File: config.mk
export PLATFORM = sky130hd
export DESIGN_NAME = hamming_argmin_flat
export DESIGN_NICKNAME = d
export VERILOG_FILES = /design/src/rtl/hamming_argmin_if.sv /design/src/rtl/hamming_argmin.sv /design/src/flat_wrapper.sv
export SDC_FILE = /design/constraint.sdc
export NUM_CORES = 1
export LEC_CHECK = 0
export CAP_MARGIN = 5
export CORE_ASPECT_RATIO = 1.4
export CORE_MARGIN = 2
export CORE_UTILIZATION = 45
export CTS_CLUSTER_SIZE = 24
export DETAILED_ROUTE_END_ITERATION = 7
export GPL_TIMING_DRIVEN = 0
export PLACE_DENSITY_LB_ADDON = 0.2
export SETUP_SLACK_MARGIN = 0.2
export SYNTH_ARGS = -nofsm -noshare
export SYNTH_HDL_FRONTEND = slang
export SYNTH_SLANG_ARGS = --single-unit
File: constraint.sdc
create_clock -name clk_i -period 5.2 [get_ports clk_i]
set_clock_uncertainty 0.05 [all_clocks]
set_input_delay 1.04 -clock clk_i [delete_from_list [all_inputs] [get_ports clk_i]]
set_output_delay 1.04 -clock clk_i [all_outputs]
set_load 0.02 [all_outputs]
File: src/rtl/hamming_argmin_if.sv
// Beat/result handshake bundle for the Hamming argmin stage.
// The slave modport is the stage itself; the master modport is the upstream/downstream side.
interface hamming_argmin_if #(
    parameter int PCW  = 6,
    parameter int NSEG = 32,
    parameter int NC   = 10
) ();
    localparam int DISTW = PCW + $clog2(NSEG);
    localparam int CIW   = $clog2(NC);

    logic             in_valid_i;
    logic             in_ready_o;
    logic [PCW-1:0]   pc_i;
    logic             out_valid_o;
    logic             out_ready_i;
    logic [CIW-1:0]   class_o;
    logic [DISTW-1:0] dist_o;

    modport slave (
        input  in_valid_i, pc_i, out_ready_i,
        output in_ready_o, out_valid_o, class_o, dist_o
    );

    modport master (
        output in_valid_i, pc_i, out_ready_i,
        input  in_ready_o, out_valid_o, class_o, dist_o
    );
endinterface

File: src/rtl/hamming_argmin.sv
// Streaming Hamming-distance accumulator and nearest-class search.
// Beats arrive class-major/segment-minor; one (class, distance) result per query.
module hamming_argmin #(
    parameter int PCW  = 6,
    parameter int NSEG = 32,
    parameter int NC   = 10
) (
    input  logic              clk_i,
    input  logic              rst_i,
    hamming_argmin_if.slave   bus
);
    localparam int DISTW = PCW + $clog2(NSEG);
    localparam int CIW   = $clog2(NC);
    localparam int SEGW  = (NSEG > 1) ? $clog2(NSEG) : 1;

    typedef enum logic {ACCUM, RESULT} state_t;

    state_t           state, state_n;
    logic [SEGW-1:0]  seg_cnt;
    logic [CIW-1:0]   cls_cnt;
    logic [DISTW-1:0] acc;
    logic [DISTW-1:0] best_dist;
    logic [CIW-1:0]   best_cls;
    logic [CIW-1:0]   cls_q;
    logic [DISTW-1:0] dist_q;

    logic             accept, last_seg, last_cls, take;
    logic [DISTW-1:0] sum, nb_dist;
    logic [CIW-1:0]   nb_cls;

    always_comb begin
        state_n         = state;
        bus.in_ready_o  = (state == ACCUM);
        bus.out_valid_o = (state == RESULT);
        accept   = bus.in_valid_i && bus.in_ready_o;
        last_seg = (seg_cnt == SEGW'(NSEG - 1));
        last_cls = (cls_cnt == CIW'(NC - 1));
        sum      = acc + DISTW'(bus.pc_i);
        // Strict less-than: on a tie the earlier (lower-index) class is kept.
        take     = (cls_cnt == '0) || (sum < best_dist);
        nb_dist  = take ? sum : best_dist;
        nb_cls   = take ? cls_cnt : best_cls;
        case (state)
            ACCUM:  if (accept && last_seg && last_cls) state_n = RESULT;
            RESULT: if (bus.out_ready_i)                state_n = ACCUM;
            default:                                    state_n = ACCUM;
        endcase
    end

    always_ff @(posedge clk_i) begin
        if (rst_i) begin
            state     <= ACCUM;
            seg_cnt   <= '0;
            cls_cnt   <= '0;
            acc       <= '0;
            best_dist <= '0;
            best_cls  <= '0;
            cls_q     <= '0;
            dist_q    <= '0;
        end else begin
            state <= state_n;
            if (accept) begin
                if (!last_seg) begin
                    acc     <= sum;
                    seg_cnt <= seg_cnt + SEGW'(1);
                end else begin
                    acc       <= '0;
                    seg_cnt   <= '0;
                    best_dist <= nb_dist;
                    best_cls  <= nb_cls;
                    if (last_cls) begin
                        cls_q   <= nb_cls;
                        dist_q  <= nb_dist;
                        cls_cnt <= '0;
                    end else begin
                        cls_cnt <= cls_cnt + CIW'(1);
                    end
                end
            end
        end
    end

    assign bus.class_o = cls_q;
    assign bus.dist_o  = dist_q;
endmodule

File: src/flat_wrapper.sv
// flat-port wrapper written by rule: the top's interface ports become plain ports
module hamming_argmin_flat 
#(
    parameter int PCW  = 6,
    parameter int NSEG = 32,
    parameter int NC   = 10
)
  (clk_i, rst_i, bus_in_valid_i, bus_pc_i, bus_out_ready_i, bus_in_ready_o, bus_out_valid_o, bus_class_o, bus_dist_o);
  hamming_argmin_if #(.PCW(PCW), .NSEG(NSEG), .NC(NC)) bus_i ();
  input  logic clk_i;
  input  logic rst_i;
  input wire logic [$bits(bus_i.in_valid_i)-1:0] bus_in_valid_i;
  input wire logic [$bits(bus_i.pc_i)-1:0] bus_pc_i;
  input wire logic [$bits(bus_i.out_ready_i)-1:0] bus_out_ready_i;
  output wire logic [$bits(bus_i.in_ready_o)-1:0] bus_in_ready_o;
  output wire logic [$bits(bus_i.out_valid_o)-1:0] bus_out_valid_o;
  output wire logic [$bits(bus_i.class_o)-1:0] bus_class_o;
  output wire logic [$bits(bus_i.dist_o)-1:0] bus_dist_o;
  assign bus_i.in_valid_i = bus_in_valid_i;
  assign bus_i.pc_i = bus_pc_i;
  assign bus_i.out_ready_i = bus_out_ready_i;
  assign bus_in_ready_o = bus_i.in_ready_o;
  assign bus_out_valid_o = bus_i.out_valid_o;
  assign bus_class_o = bus_i.class_o;
  assign bus_dist_o = bus_i.dist_o;
  hamming_argmin #(.PCW(PCW), .NSEG(NSEG), .NC(NC)) u_core (.clk_i(clk_i), .rst_i(rst_i), .bus(bus_i));
endmodule
==> impl_metrics.yaml <==
pwr:
  vdd_drop_max_uv: 151
  powerDensity_nw_per_um2: 272
  power_leakage_uw: 0.00119
  design_power_total_uw: 884
global_route:
  number_of_global_route_vias_before_repair: 2414
  grt_pass1_wl_um: 11500
  grt_start_max_net_pins: 17
  grt.overflow.total: 0
  antenna_found_initial: 0
  grt_util_all_layers: 0.206
sta:
  setup_viol: 0
  max_slew_margin: 0.524
  measured_slew_at_the_worst_slew_check_pin_ns: 0.712
  final.setup.tns_ns: 0
  final_hold_violations: 0
  min_period_ns: 4.55
  finalMaxSlewViolations: 0
  layout_worst_path_cycle_share: 0.875
  grt_setup_unrepaired: "false"
  max_freq_mhz: 220
  postLayoutSetupSlackWorst_ns: 0.652
synth:
  postSynthRegisterBits: 51
  synth_nets: 370
  synth-main-ff-cell: "sky130_fd_sc_hd__dfxtp_1"
  synth-seq-area-share: 0.368
  netlist_area_um2: 2780
  synth_async_sr_flop_share: 0
  yosysWarnings: 0
  synth_enable_flop_cells: 0
  synth.distinct_cells: 54
  synthesis.area_per_instance_um2: 8.14
  syn-instance-count: 341
place:
  postPlaceCellArea_um2: 3110
  portBuffers: 25
  numPlacedInstances: 436
  routabilityCongestion: 0.844
  post-dp-hpwl_um: 5080
  pre_cts_ws_ns: 0.357
floorplanning:
  dieWidth_um: 70.4
  number_of_i_o_pins: 27
  fp.dieArea_um2: 6820
  core_region_area_um2: 5900
  dieHeight_um: 96.9
  num_rows: 33
  floorplan.initialDensity: 0.470
finish:
  area.growth.synth_to_final_pct: 17.1
  finish.cell_count_without_fillers: 444
  finalInstanceArea_um2: 3250
  area_of_the_multi_input_gates_um2: 1590
  area.sequential_um2: 1020
  final_layout_size_suffix_gt1_frac: 0.0856
  number_of_fill_cells: 582
  finalNetCount: 402
  layout_commonest_cell: "sky130_fd_sc_hd__dfxtp_1"
  mostFrequentLayoutCells: "sky130_fd_sc_hd__dfxtp_1 (51), sky130_fd_sc_hd__a21oi_1 (37), sky130_fd_sc_hd__nand2_1 (32), sky130_fd_sc_hd__o21ai_0 (30), sky130_fd_sc_hd__clkdlybuf4s50_1 (25)"
  antennaDiodeCount: 0
critical_path:
  cp-end-kind: "flop"
  regToRegEndpoint: "u_core.bus.dist_o[9]"
  regToRegSetupSlack_ns: 1.49
  worst_r2r_path_depth: 14
  critical_path.reg2reg.startpoint: "u_core.acc[0]"
  cp_max_fo: 10
  crit_path_start_kind: "input pin"
  worst_ep_required_time_ns: 5.34
  criticalPathCategory: "input pin to flop"
  crit_arrival_ns: 4.69
min_path:
  min-delay-path-class: "flop to flop"
  timing.hold.worst.start: "u_core.bus.class_o[1]"
  hold_path_end: "u_core.bus.class_o[1]"
  hold_depth: 2
cts:
  clk_latency_ns: 0.32
  cts_setup_buffers: 0
  cts.root.buffer_cell: "sky130_fd_sc_hd__clkbuf_8"
  htree_levels: 2
  cts_buffers: 5
  holdBufCountCts: 0
  cts.path.max_buffers: 2
  tritoncts: "done"
  cts_resized: 0
  clkSlewWorstSetupHoldPaths_ns: 0.10
  clock_sinks: 51
detailed_routing:
  post_drt_via_cell_ratio: 5.78
  remaining_drc_errors: 0
  drt-total-wl_um: 6800
  first_pass_iters: 4
  dr_total_vias: 2566
  route.antenna.remaining_nets: 0
  drtIter0Drc: 157
  avgRoutedWirePerCell_um: 15.3
outcome:
  outcome: "complete, no violations"
run:
  max_cap_viol_count: 0
[power breakdown]
| group | internal [uW] | total (uW) | switching [uW] |
|---|---|---|---|
| sequential | 397 | 402 | 4.55 |
| combinational | 55.0 | 147 | 92.0 |
| clock | 192 | 335 | 143 |
[registers in the layout (all words and copies together), names as in the netlist]
signal and count:
u_core.bus.out_valid_o 1, u_core.acc 11, u_core.bus.class_o 4, u_core.bus.dist_o 11, u_core.best_cls 4, u_core.best_dist 11
u_core.cls_cnt 4, u_core.seg_cnt 5
[cell type report]
type | count | area share
plain buffers | 22 | 0.0308
clock buffers | 5 | 0.0212
clock inverters | 3 | 0.0208
inverters | 17 | 0.0196
multi-input cells | 251 | 0.489
flip-flops and latches | 51 | 0.314
well taps | 70 | 0.0270
repair buffers | 25 | 0.0770
[synth_stat cells (2+ instances only)]
library cell                number  area [um2]
sky130_fd_sc_hd__nor2b_1         4        25.0
sky130_fd_sc_hd__buf_1           2        7.51
sky130_fd_sc_hd__o21ai_0        30         150
sky130_fd_sc_hd__nor2_1         22        82.6
sky130_fd_sc_hd__ha_1           18         225
sky130_fd_sc_hd__nand2_1        32         120
sky130_fd_sc_hd__a21o_2          3        26.3
sky130_fd_sc_hd__nand4_1         3        18.8
sky130_fd_sc_hd__and2_1          3        18.8
sky130_fd_sc_hd__clkbuf_1       10        37.5
sky130_fd_sc_hd__nor3_1         12        60.1
sky130_fd_sc_hd__a31oi_1         8        50.1
sky130_fd_sc_hd__xnor2_1         4        35.0
sky130_fd_sc_hd__a211oi_1        4        30.0
sky130_fd_sc_hd__buf_4           2        15.0
sky130_fd_sc_hd__and4_1          2        17.5
sky130_fd_sc_hd__nand3b_1        5        37.5
sky130_fd_sc_hd__o2111ai_1       4        35.0
sky130_fd_sc_hd__inv_1          17        63.8
sky130_fd_sc_hd__o21ai_2         2        17.5
sky130_fd_sc_hd__xor2_1          3        26.3
sky130_fd_sc_hd__buf_2           8        40.0
sky130_fd_sc_hd__a21oi_1        37         185
sky130_fd_sc_hd__a22oi_1         7        52.6
sky130_fd_sc_hd__nor4_1          5        31.3
sky130_fd_sc_hd__a311o_1         2        20.0
sky130_fd_sc_hd__and3_1          2        12.5
sky130_fd_sc_hd__dfxtp_1        51        1020
sky130_fd_sc_hd__nand3_1        14        70.1
[routing by layer]
layer	routed length, um	share of wire	up-vias	global-route usage
met1	2930	0.43	1205	0.255
met4	131	0.019	0	0.0740
li1	-	-	1291	-
met5	0	0	-	0
met3	269	0.040	12	0.0365
met2	3470	0.51	58	0.354
[worst max path at each step]
stage                            from                    to  slack (ns)  cells past startpoint
after CTS                 bus_pc_i[0]  u_core.bus.dist_o[9]        0.68                     17
after global routing      bus_pc_i[0]  u_core.best_dist[10]        0.31                     16
after global placement    bus_pc_i[0]  u_core.bus.dist_o[9]        0.35                     17
after floorplan           bus_pc_i[0]  u_core.bus.dist_o[9]        1.12                     16
final                     bus_pc_i[0]  u_core.bus.dist_o[9]        0.65                     15
after detailed placement  bus_pc_i[0]  u_core.bus.dist_o[9]        0.36                     17
[stage by stage]
stage,utilization,hold WS (ns)
floorplan,-,0.386
global placement,0.527,0.393
detailed placement,0.527,0.397
CTS,0.550,0.411
global route,0.550,0.443
finish,0.550,0.408
[critical path, cell delays in order]
cell	delay [ns]
sky130_fd_sc_hd__clkdlybuf4s50_1	0.40
sky130_fd_sc_hd__ha_1	0.23
sky130_fd_sc_hd__fa_1	0.43
sky130_fd_sc_hd__a211oi_2	0.32
sky130_fd_sc_hd__o21ai_2	0.12
sky130_fd_sc_hd__a21oi_2	0.24
sky130_fd_sc_hd__xnor2_1	0.24
sky130_fd_sc_hd__ha_1	0.33
sky130_fd_sc_hd__and4_1	0.20
sky130_fd_sc_hd__a31o_2	0.28
sky130_fd_sc_hd__o21a_1	0.17
sky130_fd_sc_hd__buf_2	0.16
sky130_fd_sc_hd__buf_2	0.19
sky130_fd_sc_hd__a41oi_1	0.21
sky130_fd_sc_hd__o31ai_1	0.09
[cell families after synthesis]
| logic type | share of synthesized area |
|---|---|
| and+or+nand+nor | 0.212 |
| AOI/OAI and AO/OA | 0.247 |
| DFF | 0.368 |
| buffers and inverters | 0.0591 |
| adders and majority gates | 0.0884 |
| xor gates and xnor gates | 0.0221 |
| muxes | 0.00361 |
(Power assumes the default switching activity.)
